--- src/rtl/stopwatch_fsm.sv ---
// stopwatch_fsm: run-control sequencer for the stopwatch/countdown datapath.
// Turns debounced button levels into one-cycle counter commands.
// Inputs and outputs belong to the 200 Hz domain, and every output is registered.
// Optional feature macro: STOPWATCH_AUTOREPEAT_EN. When it is defined, a held
// set_min or set_hour button auto-repeats its increment.
module stopwatch_fsm #(
  parameter int HOLD_TICKS   = 50,
  parameter int REPEAT_TICKS = 20,
  parameter int BLINK_TICKS  = 25
) (
  input  logic       clk,
  input  logic       rst,
  input  logic       tick_100hz,
  input  logic       btn_start,
  input  logic       btn_stop,
  input  logic       btn_set_min,
  input  logic       btn_set_hour,
  input  logic       btn_clr,
  input  logic       countdown_mode,
  input  logic       cnt_zero,
  output logic       cnt_step,
  output logic       cnt_dir,
  output logic       cnt_clr,
  output logic       inc_min,
  output logic       inc_hour,
  output logic [1:0] state,
  output logic       alarm
);

  // Reject tick parameters that do not fit the 7-bit tick counters.
  if (HOLD_TICKS < 1 || HOLD_TICKS > 127) begin : g_bad_hold
    $error("HOLD_TICKS must be 1..127");
  end
  if (REPEAT_TICKS < 1 || REPEAT_TICKS > 127) begin : g_bad_repeat
    $error("REPEAT_TICKS must be 1..127");
  end
  if (BLINK_TICKS < 1 || BLINK_TICKS > 127) begin : g_bad_blink
    $error("BLINK_TICKS must be 1..127");
  end

  typedef enum logic [1:0] {
    IDLE  = 2'd0,
    RUN   = 2'd1,
    PAUSE = 2'd2,
    DONE  = 2'd3
  } state_e;

  // The highest-priority press seen in this cycle.
  typedef enum logic [2:0] {
    P_NONE, P_CLR, P_STOP, P_START, P_HOUR, P_MIN
  } press_e;

  localparam logic [6:0] BLINK_LAST = 7'(BLINK_TICKS - 1);

  state_e     state_q, state_d;
  logic       dir_q, dir_d;
  logic       alarm_q, alarm_d;
  logic       step_q, step_d;
  logic       clr_q, clr_d;
  logic       inc_min_q, inc_min_d;
  logic       inc_hour_q, inc_hour_d;
  logic [6:0] blink_q, blink_d;
  // Bit order of the history vector and the press vector: clr, stop, start, set_hour, set_min.
  logic [4:0] hist_q, hist_d;
  logic [4:0] press;
  press_e     top;

`ifdef STOPWATCH_AUTOREPEAT_EN
  localparam logic [6:0] HOLD_LAST   = 7'(HOLD_TICKS - 1);
  localparam logic [6:0] REPEAT_LAST = 7'(REPEAT_TICKS - 1);

  typedef enum logic [1:0] {H_OFF, H_HOLD, H_REPEAT} hold_phase_e;
  typedef struct packed {
    hold_phase_e phase;
    logic [6:0]  cnt;
  } hold_t;

  hold_t hold_min_q, hold_min_d, hold_hour_q, hold_hour_d;
  logic  in_setup, keep_min, keep_hour, fire_min, fire_hour;

  // Advance one set button's hold timer. A press arms the timer. Losing the
  // keep condition disarms it. An armed timer counts ticks and fires first
  // after HOLD_TICKS ticks and then every REPEAT_TICKS ticks.
  function automatic void hold_step(input hold_t cur, input logic arm, input logic keep,
                                    input logic tick, output hold_t nxt, output logic fire);
    nxt  = cur;
    fire = 1'b0;
    if (arm) begin
      nxt.phase = H_HOLD;
      nxt.cnt   = '0;
    end else if (!keep) begin
      nxt.phase = H_OFF;
      nxt.cnt   = '0;
    end else if (tick && cur.phase != H_OFF) begin
      if ((cur.phase == H_HOLD && cur.cnt == HOLD_LAST) ||
          (cur.phase == H_REPEAT && cur.cnt == REPEAT_LAST)) begin
        fire      = 1'b1;
        nxt.phase = H_REPEAT;
        nxt.cnt   = '0;
      end else begin
        nxt.cnt = cur.cnt + 7'd1;
      end
    end
  endfunction
`endif

  // Detect presses, pick the winner, and compute the next state and pulses.
  always_comb begin
    // NOTE: every _d signal takes its hold value before any branch. No path can leave it unassigned, so no latch is inferred.
    hist_d     = {btn_clr, btn_stop, btn_start, btn_set_hour, btn_set_min};
    press      = hist_d & ~hist_q;
    state_d    = state_q;
    dir_d      = dir_q;
    alarm_d    = alarm_q;
    blink_d    = blink_q;
    step_d     = 1'b0;
    clr_d      = 1'b0;
    inc_min_d  = 1'b0;
    inc_hour_d = 1'b0;

    if      (press[4]) top = P_CLR;
    else if (press[3]) top = P_STOP;
    else if (press[2]) top = P_START;
    else if (press[1]) top = P_HOUR;
    else if (press[0]) top = P_MIN;
    else               top = P_NONE;

    // Direction tracks the switch only while idle. Otherwise it stays frozen.
    if (state_q == IDLE) dir_d = countdown_mode;

    if (top == P_CLR) begin
      state_d = IDLE;
      clr_d   = 1'b1;
      alarm_d = 1'b0;
      blink_d = '0;
    end else begin
      case (state_q)
        IDLE: begin
          case (top)
            P_START: if (!(countdown_mode && cnt_zero)) state_d = RUN;
            P_HOUR:  inc_hour_d = 1'b1;
            P_MIN:   inc_min_d  = 1'b1;
            default: ;
          endcase
        end
        RUN: begin
          if (top == P_STOP) begin
            state_d = PAUSE;
          end else if (tick_100hz) begin
            if (dir_q && cnt_zero) begin
              state_d = DONE;
              alarm_d = 1'b1;
              blink_d = '0;
            end else begin
              step_d = 1'b1;
            end
          end
        end
        PAUSE: begin
          // Direction is frozen here, so the zero block uses the frozen direction.
          case (top)
            P_START: if (!(dir_q && cnt_zero)) state_d = RUN;
            P_HOUR:  inc_hour_d = 1'b1;
            P_MIN:   inc_min_d  = 1'b1;
            default: ;
          endcase
        end
        DONE: begin
          if (top != P_NONE || !countdown_mode) begin
            state_d = IDLE;
            alarm_d = 1'b0;
            blink_d = '0;
          end else if (tick_100hz) begin
            if (blink_q == BLINK_LAST) begin
              alarm_d = ~alarm_q;
              blink_d = '0;
            end else begin
              blink_d = blink_q + 7'd1;
            end
          end
        end
        default: state_d = IDLE;
      endcase
    end

`ifdef STOPWATCH_AUTOREPEAT_EN
    in_setup  = (state_q == IDLE) || (state_q == PAUSE);
    keep_min  = btn_set_min && in_setup && (state_d == state_q) &&
                !(top inside {P_CLR, P_STOP, P_START, P_HOUR});
    keep_hour = btn_set_hour && in_setup && (state_d == state_q) &&
                !(top inside {P_CLR, P_STOP, P_START});
    hold_step(hold_min_q, (top == P_MIN) && in_setup, keep_min, tick_100hz,
              hold_min_d, fire_min);
    hold_step(hold_hour_q, (top == P_HOUR) && in_setup, keep_hour, tick_100hz,
              hold_hour_d, fire_hour);
    inc_min_d  = inc_min_d | fire_min;
    inc_hour_d = inc_hour_d | fire_hour;
`endif
  end

  // Register the state, the output pulses, the history and the counters.
  always_ff @(posedge clk or negedge rst) begin
    if (!rst) begin
      state_q     <= IDLE;
      dir_q       <= 1'b0;
      alarm_q     <= 1'b0;
      step_q      <= 1'b0;
      clr_q       <= 1'b0;
      inc_min_q   <= 1'b0;
      inc_hour_q  <= 1'b0;
      blink_q     <= '0;
      hist_q      <= '0;
`ifdef STOPWATCH_AUTOREPEAT_EN
      hold_min_q  <= '{phase: H_OFF, cnt: '0};
      hold_hour_q <= '{phase: H_OFF, cnt: '0};
`endif
    end else begin
      // NOTE: non-blocking assignments make every register update from the same pre-edge values.
      state_q     <= state_d;
      dir_q       <= dir_d;
      alarm_q     <= alarm_d;
      step_q      <= step_d;
      clr_q       <= clr_d;
      inc_min_q   <= inc_min_d;
      inc_hour_q  <= inc_hour_d;
      blink_q     <= blink_d;
      hist_q      <= hist_d;
`ifdef STOPWATCH_AUTOREPEAT_EN
      hold_min_q  <= hold_min_d;
      hold_hour_q <= hold_hour_d;
`endif
    end
  end

  assign state    = state_q;
  assign cnt_dir  = dir_q;
  assign alarm    = alarm_q;
  assign cnt_step = step_q;
  assign cnt_clr  = clr_q;
  assign inc_min  = inc_min_q;
  assign inc_hour = inc_hour_q;

endmodule
--- config.mk ---
export PLATFORM = sky130hd
export DESIGN_NAME = stopwatch_fsm
export DESIGN_NICKNAME = d
export VERILOG_FILES = /design/src/rtl/stopwatch_fsm.sv
export SDC_FILE = /design/constraint.sdc
export NUM_CORES = 1
export LEC_CHECK = 0
export ABC_AREA = 1
export ABC_CLOCK_PERIOD_IN_PS = 2750
export CAP_MARGIN = 30
export CORE_ASPECT_RATIO = 1.5
export CORE_MARGIN = 8
export CORE_UTILIZATION = 29
export DETAILED_ROUTE_END_ITERATION = 6
export GPL_TIMING_DRIVEN = 0
export MAX_ROUTING_LAYER = met4
export PLACE_DENSITY_LB_ADDON = 0.08
export SLEW_MARGIN = 20
export SYNTH_ARGS = -nofsm -noshare
export SYNTH_HDL_FRONTEND = slang
export SYNTH_SLANG_ARGS = --single-unit
--- constraint.sdc ---
create_clock -name clk -period 2.75 [get_ports clk]
set_input_delay 0.275 -clock clk [delete_from_list [all_inputs] [get_ports clk]]
set_output_delay 0.275 -clock clk [all_outputs]
set_load 0.02 [all_outputs]
# Word level (Yosys, flattened, before mapping)
# Cells that the tools add are included.
[word_totals]
ff_bits = 20
input_bits = 10
output_inout_bits = 8
word_cells = 88
[classes]
addsub = 1
eq_ne = 21
muxes = 43
bitwise = 3
n_reduce_logical = 11
[op_table]
columns = ["operator", "count"]
rows = [
  ["$mux W7", 7],
  ["$ne A3 B3 Y1 const B", 7],
  ["$mux W1", 19],
  ["$mux W2", 9],
  ["$ne A4 B4 Y1 const B", 4],
  ["$mux W3", 5],
  ["$pmux W7 S2", 1],
  ["$pmux W2 S4", 1],
  ["$add A7 B1 Y7 const B", 1],
  ["$eq A7 B5 Y1 const B", 1],
  ["$reduce_and A7 Y1", 1],
  ["$eq A3 B2 Y1 const B", 2],
  ["$eq A3 B3 Y1 const B", 2],
  ["$reduce_and A6 Y1", 1],
  ["$reduce_bool A3 Y1", 2],
  ["$and A5 B5 Y5", 1],
  ["$not A5 Y5", 1],
  ["$reduce_and A5 Y1", 1],
  ["$eq A2 B2 Y1 const B", 2],
  ["$eq A3 B1 Y1 const B", 1],
  ["$ne A3 B1 Y1 const B", 1],
  ["$eq A2 B1 Y1 const B", 1],
  ["$logic_and A1 B1 Y1", 2],
  ["$logic_not A2 Y1", 1],
  ["other kinds (5)", 5],
]

# Depth between registers and ports, before layout
[depth]
depth_word = 12
depth_mapped = 10
ltp_nobuf = 10

# Worst setup path after synthesis
# Ideal clock, no wire load.
[synth_path]
kind = "reg-to-reg"
from = "register state_q[0] (netlist: state[0])"
to = "register blink_q[1]"
setup_time_ps = 116
arrival_ps = 1325
required_time_ps = 2634
slack_ps = 1309
stages_incl_launch_ff = 10
path_buffers = 0
synth_period_minus_slack_ps = 1441
cell_sequence = "dfrtp_1 -> inv_2 -> nor2_2 -> inv_1 -> nor2_2 -> a21oi_4 -> nand2_4 -> nor2_4 -> nand2_1 -> nand2_1"
[synth_via]
elab_chain_len = 3
elab_cells_between_ends = 10
classes_between = "eq/ne: 6; mux: 2; reduce/logical: 2"
[synth_lines]
columns = ["element", "line_no", "rtl"]
rows = [
  ["from (decl)", "55", "state_e state_q, state_d;"],
  ["from (signal assigned)", "219", "state_q <= state_d;"],
  ["$eq A2 B2 Y1 or $eq A2 B1 Y1 (tied branches)", "137", "case (state_q)"],
  ["$ne A4 B4 Y1 (no line) (tied with other cells)", "--", ""],
  ["$reduce_and A5 Y1 (no line) or $mux W7 (tied branches)", "--", ""],
  ["to (signal assigned)", "226", "blink_q <= blink_d;"],
  ["to (decl)", "62", "logic [6:0] blink_q, blink_d;"],
]
# Several ways; a longest one is shown, not always the timed one.
# A chain may end at the register's enable or synchronous reset.

# Worst setup path after layout
[layout_path]
from = "register state_q[1] (netlist: state[1])"
to = "output state[1]"
[layout_lines]
columns = ["element", "line_no", "rtl"]
rows = [
  ["to (decl)", "26", "output logic [1:0] state,"],
]
# No word-level cell between the ends.

==> results.cfg <==
[final_layout]
layout_commonest_cell = sky130_fd_sc_hd__nand2_1
most_used_cells_in_the_layout_excluding_fill_and_tap_cells = 38 x sky130_fd_sc_hd__nand2_1, 20 x sky130_fd_sc_hd__dfrtp_1, 17 x sky130_fd_sc_hd__clkdlybuf4s50_1, 15 x sky130_fd_sc_hd__inv_1, 13 x sky130_fd_sc_hd__nand3_1
area_used_by_multi_input_combinational_logic_um2 = 579
drive_above_1_share = 0.173
finalNetCount = 175
sequential_cell_area_um2 = 500
filler_cell_count = 396
area_growth_syn_to_layout_pct = 25.6
insertedDiodeCount = 0

[sta]
setup_tns_ps = 0
setup_violations = 0
fmaxAchievable_mhz = 592
report.final.slew_viol_count = 0
rsz_0062_raised_after_global_routing = false
timing.clock.skew_ps = 5.72
period_needed_ps = 1690
period_share = 0.614
finalHoldWorstSlack_ps = 334
timing.final.hold_violations = 0
relative_max_transition_margin = 0.686
timing_worst_slew_pin_value_ps = 470

[clocking]
clock_path_buffers = 2
clk_transition_reported_paths_ps = 80
ctsHtreeMaxLevel = 1
post-cts-setup-buffer-count = 0
clock_insertion_delay_worst_skew_ps = 260
cts_hold_repair.buffers = 0
clock_tree.root_cell = sky130_fd_sc_hd__clkbuf_8
clkSinkCount = 20
cts_tree = built
tritoncts.num_buffers = 3
ctsResizeCount = 0

[power]
power_switching_share = 0.384
p_comb_frac = 0.407
cell_internal_pwr_uw = 626
power_per_cell_area_nw_per_um2 = 700
reported_leakage_power_uw = 0.000717
power.switching_uw = 391
ir_worst_vdd_mv = 0.303
power_frac_seq = 0.372
overall_power_of_the_completed_layout_uw = 1020
power.clock.fraction = 0.221

[grt]
largest_net_degree_at_the_start_of_global_routing = 13
grt_pass1_vias = 1025
grt.total_usage = 0.0948
first_pass_grt_wire_length_um = 4580
antenna_found_initial = 0
grt-ovfl-total = 0

[placed_design]
place.detailed.hpwl_um = 2080
port-buffer-count = 17
gp_congestion = 0.831

[routing]
detail_route_antenna_nets = 0
detail_route.first_pass.iterations = 4
detail_route.wirelength_um = 2570
dr_wl_cell_um = 12.4
vias_per_cell = 4.58
detail_route.drc_violations = 0
number_of_drc_markers_after_the_initial_detailed_route_iteration = 22
via_count = 949

[floorplanning]
die_width_um = 67.6
num_rows = 28
vertical_die_dimension_um = 93.4
initial_core_util = 0.298
floorplan.die_area_um2 = 6310
boundaryPins = 18
floorplan.core_area_um2 = 3890

[setup_path]
critical_path_arrival_ps = 1410
timing.critical_path.fanout_max = 8
cp.required_ps = 2480
cp_top_family = buffers and inverters
timing.reg2reg.worst_path_depth = 9
end_kind = primary output
cpMaxStageDelayCell = sky130_fd_sc_hd__clkdlybuf4s50_1
worstPathCellList = clkdlybuf4s50_1
startpoint_type = flip-flop
max_stage_delay_ps = 660
crit_path_category = flip-flop to primary output
critical_path_depth = 1
number_of_buffer_and_inverter_instances_along_the_worst_setup_path = 1

[yosys]
synth_top_area_cell = sky130_fd_sc_hd__dfrtp_1
ys_seq_area_frac = 0.432
yosys-top-cells-area = sky130_fd_sc_hd__dfrtp_1 43%, sky130_fd_sc_hd__nand2_1 12%, sky130_fd_sc_hd__nand3_1 5.6%
synth_cells = 140
postSynthRegisterBits = 20
yosys_synthesis_warning_count = 0
post_synthesis_mean_instance_area_um2 = 8.27
synth.net_count = 152
ys_types = 26
netlist.area_leader.share = 0.432
synth.cell_area_um2 = 1160

[outcome]
run_status = finished, final reports clean

[worst_hold_path]
min-delay-path-class = input port to async pin

[job]
max_cap_violations = 0
[layout make-up]
type,instances,area share
Timing Repair Buffer,18,0.127
Tap cell,45,0.0387
Sequential cell,20,0.344
Inverter,20,0.0534
Clock buffer,4,0.0379
Multi-Input combinational cell,100,0.398
[layer usage]
metal | vias up | global-route usage | part of all wire
met2 | 12 | 0.165 | 0.54
met4 | 0 | 0.0473 | 0.021
met3 | 6 | 0.0168 | 0.041
met5 | - | - | 0
met1 | 439 | 0.0976 | 0.40
li1 | 492 | - | -
[flip-flops by register name (all words and copies together) (netlist names)]
name      count
inc_min       1
state         2
alarm         1
hist_q        5
cnt_clr       1
blink_q       7
cnt_step      1
inc_hour      1
cnt_dir       1
[stage by stage]
stage / utilization / area [µm²] / instances / setup slack, ps
after floorplan: - / 1160 / 140 / 1310
after global placement: 0.356 / 1380 / 202 / 913
after detailed placement: 0.360 / 1400 / 203 / 886
after CTS: 0.374 / 1450 / 207 / 1040
after global routing: 0.374 / 1450 / 207 / 1000
final: 0.374 / 1450 / 207 / 1060
[power groups by stage]
stage          logic (µW)  registers [µW]  clock network (µW)
2_1_floorplan         235             417                   0
3_5_place_dp          421             385                   0
3_3_place_gp          415             383                   0
5_1_grt               466             386                 251
6_report              414             378                 225
4_1_cts               422             379                 239
[worst paths after layout]
path,startpoint,end,slack (ps)
setup / recovery,state[1],state[1],1060
hold / removal,rst,hist_q[1],330
setup reg to reg,state[0],blink_q[5],1220
hold reg to reg,blink_q[6],blink_q[6],490
max in group asynchronous,rst,blink_q[6],1960
min in group clk,btn_set_min,hist_q[0],480
[cells by family (layout without fill, tap and decap cells)]
group | after synthesis | count (layout) | synth area share
AO/OA/AOI/OAI | 12 | 12 | 0.0789
adder cells (fa/ha/maj) | 2 | 2 | 0.0216
buffers and inverters | 20 | 42 | 0.0670
XOR/XNOR | 4 | 4 | 0.0303
AND/OR/NAND/NOR | 82 | 82 | 0.370
flip-flops | 20 | 20 | 0.432
[synth_stat cells]
cell type                  instances
sky130_fd_sc_hd__inv_4             1
sky130_fd_sc_hd__nor2_2            3
sky130_fd_sc_hd__xor2_1            4
sky130_fd_sc_hd__nand4_2           1
sky130_fd_sc_hd__nor3_1            5
sky130_fd_sc_hd__nand2_2           2
sky130_fd_sc_hd__a21oi_1           1
sky130_fd_sc_hd__nand3_2           1
sky130_fd_sc_hd__nor2_4            3
sky130_fd_sc_hd__nand2_1          38
sky130_fd_sc_hd__nand3_1          13
sky130_fd_sc_hd__inv_2             4
sky130_fd_sc_hd__or2_0             1
sky130_fd_sc_hd__nand4_1           2
sky130_fd_sc_hd__o21ai_1           3
sky130_fd_sc_hd__nand4_4           1
sky130_fd_sc_hd__o21bai_1          2
sky130_fd_sc_hd__nand2_4           3
sky130_fd_sc_hd__nor2_1            9
sky130_fd_sc_hd__o211ai_2          1
sky130_fd_sc_hd__a21oi_4           1
sky130_fd_sc_hd__dfrtp_1          20
sky130_fd_sc_hd__ha_1              2
sky130_fd_sc_hd__inv_1            15
sky130_fd_sc_hd__o21ai_0           2
sky130_fd_sc_hd__a21oi_2           2
Power figures use the tool's default switching activity.
